$ cat src/rtl/pc_unit.sv
// ============================================================================
// pc_unit : program counter with internal next-PC selection, exception entry
//           (EPC capture), single-level handler state and JR alignment check.
// Rev 1.0
// ============================================================================
`default_nettype none

module pc_unit #(
  parameter int          WIDTH     = 32,
  parameter logic [31:0] RESET_VEC = 32'h0000_3000,
  parameter logic [31:0] EXC_VEC   = 32'h0000_4180
) (
  input  logic             clk,
  input  logic             rst,
  input  logic             i_pc_wr,
  input  logic [2:0]       i_npc_sel,
  input  logic             i_br_taken,
  input  logic [15:0]      i_imm16,
  input  logic [25:0]      i_target26,
  input  logic [WIDTH-1:0] i_rs_val,
  input  logic             i_exc_req,
  output logic [WIDTH-1:0] o_pc,
  output logic [WIDTH-1:0] o_pc4,
  output logic [WIDTH-1:0] o_epc,
  output logic             o_in_exc,
  output logic             o_exc_lost,
  output logic             o_addr_err
);

  localparam logic [2:0] c_SEL_SEQ  = 3'd0;
  localparam logic [2:0] c_SEL_BR   = 3'd1;
  localparam logic [2:0] c_SEL_J    = 3'd2;
  localparam logic [2:0] c_SEL_JR   = 3'd3;
  localparam logic [2:0] c_SEL_ERET = 3'd4;

  localparam logic [0:0] c_ST_NORMAL  = 1'b0;
  localparam logic [0:0] c_ST_HANDLER = 1'b1;

  localparam logic [WIDTH-1:0] c_RESET_PC = WIDTH'(RESET_VEC);
  localparam logic [WIDTH-1:0] c_EXC_PC   = WIDTH'(EXC_VEC);
  localparam logic [WIDTH-1:0] c_FOUR     = WIDTH'(4);

  logic [0:0]       r_state;
  logic [0:0]       w_state_nxt;
  logic [WIDTH-1:0] r_pc;
  logic [WIDTH-1:0] r_epc;
  logic             r_exc_lost;
  logic             r_addr_err;

  logic [WIDTH-1:0] w_pc4;
  logic [WIDTH-1:0] w_br_off;
  logic [WIDTH-1:0] w_br_tgt;
  logic [WIDTH-1:0] w_j_tgt;
  logic [WIDTH-1:0] w_pc_nxt;
  logic             w_in_handler;
  logic             w_jr_mis;
  logic             w_ee;
  logic             w_take_exc;
  logic             w_eret_ok;

  // --------------------------------------------------------------------------
  // Target computation and exception qualification
  // --------------------------------------------------------------------------
  assign w_pc4        = r_pc + c_FOUR;
  assign w_br_off     = {{(WIDTH-18){i_imm16[15]}}, i_imm16, 2'b00};
  assign w_br_tgt     = w_pc4 + w_br_off;
  assign w_j_tgt      = {w_pc4[WIDTH-1:28], i_target26, 2'b00};
  assign w_in_handler = (r_state == c_ST_HANDLER);

  assign w_jr_mis   = i_pc_wr && (i_npc_sel == c_SEL_JR) && (i_rs_val[1:0] != 2'b00);
  assign w_ee       = i_exc_req || w_jr_mis;
  assign w_take_exc = w_ee && !w_in_handler;
  assign w_eret_ok  = i_pc_wr && (i_npc_sel == c_SEL_ERET) && w_in_handler;

  // --------------------------------------------------------------------------
  // FSM: state register
  // --------------------------------------------------------------------------
  always_ff @(posedge clk) begin
    if (rst) begin
      r_state <= c_ST_NORMAL;
    end else begin
      r_state <= w_state_nxt;
    end
  end

  // FSM: next-state logic
  always_comb begin
    w_state_nxt = r_state;
    case (r_state)
      c_ST_NORMAL: begin
        if (w_take_exc) begin
          w_state_nxt = c_ST_HANDLER;
        end
      end
      c_ST_HANDLER: begin
        // A lone exc_req in the handler does not block a legitimate ERET.
        if (w_eret_ok) begin
          w_state_nxt = c_ST_NORMAL;
        end
      end
      default: w_state_nxt = c_ST_NORMAL;
    endcase
  end

  // FSM: outputs
  always_comb begin
    o_in_exc = (r_state == c_ST_HANDLER);
  end

  // --------------------------------------------------------------------------
  // Next-PC selection
  // --------------------------------------------------------------------------
  always_comb begin
    w_pc_nxt = r_pc;
    if (w_take_exc) begin
      w_pc_nxt = c_EXC_PC;
    end else if (i_pc_wr && !w_jr_mis) begin
      case (i_npc_sel)
        c_SEL_SEQ:  w_pc_nxt = w_pc4;
        c_SEL_BR:   w_pc_nxt = i_br_taken ? w_br_tgt : w_pc4;
        c_SEL_J:    w_pc_nxt = w_j_tgt;
        c_SEL_JR:   w_pc_nxt = i_rs_val;
        c_SEL_ERET: w_pc_nxt = w_in_handler ? r_epc : w_pc4;
        default:    w_pc_nxt = w_pc4;
      endcase
    end
  end

  // --------------------------------------------------------------------------
  // Datapath registers
  // --------------------------------------------------------------------------
  always_ff @(posedge clk) begin
    if (rst) begin
      r_pc       <= c_RESET_PC;
      r_epc      <= '0;
      r_exc_lost <= 1'b0;
      r_addr_err <= 1'b0;
    end else begin
      r_pc       <= w_pc_nxt;
      r_addr_err <= w_jr_mis;
      if (w_take_exc) begin
        r_epc <= r_pc;
      end
      if (w_ee && w_in_handler) begin
        r_exc_lost <= 1'b1;
      end
    end
  end

  assign o_pc       = r_pc;
  assign o_pc4      = w_pc4;
  assign o_epc      = r_epc;
  assign o_exc_lost = r_exc_lost;
  assign o_addr_err = r_addr_err;

endmodule

`default_nettype wire

$ cat config.mk
export PLATFORM = sky130hd
export DESIGN_NAME = pc_unit
export DESIGN_NICKNAME = d
export VERILOG_FILES = /design/src/rtl/pc_unit.sv
export SDC_FILE = /design/constraint.sdc
export NUM_CORES = 1
export LEC_CHECK = 0
export ABC_AREA = 0
export CORE_ASPECT_RATIO = 0.8
export CORE_MARGIN = 2
export CORE_UTILIZATION = 40
export CTS_BUF_LIST = sky130_fd_sc_hd__clkbuf_8
export DETAILED_ROUTE_END_ITERATION = 12
export PLACE_DENSITY = 0.71
export RECOVER_POWER = 25
export SETUP_SLACK_MARGIN = 0.1
export SLEW_MARGIN = 10
export SYNTH_ARGS = -nofsm -noshare
export SYNTH_HDL_FRONTEND = slang
export SYNTH_SLANG_ARGS = --single-unit
$ cat constraint.sdc
create_clock -name clk -period 5.3 [get_ports clk]
set_clock_uncertainty 0.1 [all_clocks]
set_input_delay 1.325 -clock clk [delete_from_list [all_inputs] [get_ports clk]]
set_output_delay 1.325 -clock clk [all_outputs]
set_load 0.02 [all_outputs]
==> results.cfg <==
[cells_and_area]
drive_above_1_share_pct = 5.79
final_util_pct = 57.1
fill_cells = 1338
multi_input_area_mm2 = 0.00402
antennaDiodeCount = 0
stdcell_count = 1112
area_delta_synth_final_pct = 38.2
nNetsFinal = 1046
regArea_mm2 = 0.00134

[yosys]
synthFlopType = dfxtp_1
synth_edf_count = 0
synth.area.top_cells = dfxtp_1, a21oi_1, nand2_1
synthArstFlopShare_pct = 0
ys_seq_area_share_pct = 23.7
synth_top_area_share_pct = 23.7
synth_commonest_cells = nand2_1, a21oi_1, dfxtp_1, nor2_1, o21ai_0
synth_cell_type_count = 70
synth_top_cell_by_area = dfxtp_1
synth_warnings = 0
syn_area_per_cell_um2 = 7.32
synth_seq_cells = 67
syn_nets = 891
netlist_area_mm2 = 0.00566
netlist_instances = 773
yosysMostFrequentCell = nand2_1

[placement]
gp_congestion = 0.950
place_inst = 1096
io_buffers = 180
dp_hpwl_mm = 16.5

[critical_path]
critPathMaxStageDelay_ps = 680
critPathSlowestCell = clkdlybuf4s50_1
path_common_cell = nand4_1
crit_start = o_pc[2]
path_class = reg2out
rr_startpoint = o_pc[2]
end_kind = primary output
cp.required_ps = 3880
cp_max_fo = 8
startpoint_type = register
crit_chain = ha_1 -> nand4_1 -> nor4_4 -> and4_1 -> nand4_1 -> xnor2_1 -> clkdlybuf4s50_1
worstPathArrival_ps = 3560

[grt]
grt_pass1_wl_mm = 34.5
antenna_found_initial = 0
grt_overflow_total = 0
grt_pass1_vias = 6106
track_usage_pct = 29.7
grt_max_degree = 43

[timing]
fin_crit_ps = 4980
clock.fmax_ghz = 0.201
drv_slew = 0
hold_viol = 0
setup_tns_ps = 0
fin_crit_sh_pct = 94.0
rsz0062_at_grt = no
maxSlewHeadroom_pct = 25.9
tightestPinTransition_ps = 1110
setup_violations = 0

[die]
io_pins = 181
die_y_um = 110
start_util_pct = 41.3
die-area_mm2 = 0.0151
rows = 38
die_w_um = 137
coreArea_mm2 = 0.0137

[cts]
cts_tree = done
clock-sinks = 67
cts_resized = 0
clkTransAtPathRegs_ps = 70
cts_buffers = 9
insertion_delay_ps = 360
htreeDepth = 3
cts-root-buf = clkbuf_8
ctsHoldBuffers = 0
clockBufferDepth = 2

[routing]
drc = 0
wire_per_inst_um = 20.0
vias = 6660
viasPerCell = 5.99
route.antenna.remaining_nets = 0
drt_iter0_drc = 813
dr.pass1.iters = 7
wirelength_mm = 22.2

[power_and_ir_drop]
power_frac_clock_pct = 31.1
p_leak_nw = 3.06
power_density_mw_per_mm2 = 197
power.switching_mw = 0.530
p_total_mw = 1.54
peakVddDrop_uv = 103
seqPwrFrac_pct = 36.0
p_int_mw = 1.01
p_comb_share_pct = 32.9
sw_frac_of_total_pct = 34.5

[status]
status = completed

[worst_hold_path]
holdCritPathClass = reg2reg
hold_path.startpoint = o_epc[2]

[job]
drv_cap = 0
[power by group through the flow]
stage / combinational [mW] / clock, mW / sequential, mW
6_report: 0.506 / 0.478 / 0.554
5_1_grt: 0.547 / 0.500 / 0.556
4_1_cts: 0.500 / 0.478 / 0.552
3_5_place_dp: 0.497 / 0 / 0.564
3_3_place_gp: 0.494 / 0 / 0.564
2_1_floorplan: 0.271 / 0 / 0.571
[per-stage QoR]
step	hold WS [ps]	instance area [µm²]	setup WS [ps]
global placement	360	7600	595
global route	393	7820	119
detailed placement	366	7600	533
finish	370	7820	316
CTS	371	7810	240
floorplan	446	5660	1180
[worst max-delay path, delay by kind of cell, from the launching register on]
| kind | cells | cell delay [ps] |
|---|---|---|
| buffers and inverters | 1 | 680 |
| XOR/XNOR | 1 | 410 |
| adder cells (fa/ha/maj) | 1 | 310 |
| flip-flops | 1 | 500 |
| AND/OR/NAND/NOR | 4 | 1290 |
[sequential cells by signal (all words and copies together) (netlist names), named ones only]
| name | flops |
|---|---|
| o_addr_err | 1 |
| o_epc | 32 |
| o_exc_lost | 1 |
| o_in_exc | 1 |
| o_pc | 30 |
[layout by cell type (no fill, tap or decap), types with 4 or more instances in the layout]
cell type,n
nor2b_1,4
buf_4,20
nand2_1,118
a31oi_1,10
nand3_1,26
or2_2,4
o21ai_0,45
nor3_1,12
and3_1,16
nor2_1,49
xnor2_1,29
a22oi_1,13
nand4_1,7
a311o_1,5
dlygate4sd3_1,41
a211oi_1,5
or3_1,6
a21oi_1,91
and2_1,6
o21bai_1,7
nand2b_1,6
a222oi_1,19
clkdlybuf4s50_1,139
inv_1,19
a21o_1,8
ha_1,35
o22ai_1,8
dfxtp_1,67
o21a_1,7
clkbuf_8,13
o31ai_1,6
xor2_1,20
a221oi_1,10
a221o_1,4
and4_1,5
[timing repair]
action / 4_1_cts / 5_1_grt
hold endpoints to repair: 0 / 0
setup buffers: 0 / 1
setup endpoints to repair: 0 / 1
[cells by family after synthesis]
logic type,after synthesis,share of synthesized area [%]
xor+xnor,50,7.88
simple gates,276,23.2
fa+ha+maj,36,8.10
mux,3,0.531
compound gates,267,31.1
buf+inv,74,5.44
flops,67,23.7
[final cells by class]
class / instances / share of cell area (%)
Clock buffer: 13 / 2.29
Clock inverter: 2 / 0.432
Inverter: 18 / 0.864
Multi-Input combinational cell: 632 / 51.4
Sequential cell: 67 / 17.2
Tap cell: 180 / 2.88
Timing Repair Buffer: 200 / 25.0
[worst paths after layout]
kind                                   to  cells past startpoint  slack [ps]
worst min-delay path             o_epc[2]                      2         370
worst max-delay path            o_pc4[26]                      7         320
worst max register to register   o_pc[27]                     15         690
worst min register to register   o_epc[2]                      2         370
[per-layer routing]
layer / track usage (%) / wire, µm
met1: 45.2 / 10400
met5: 0 / 0
met2: 42.9 / 9180
met3: 6.31 / 2330
met4: 5.89 / 285
Power figures use the tool's default switching activity.
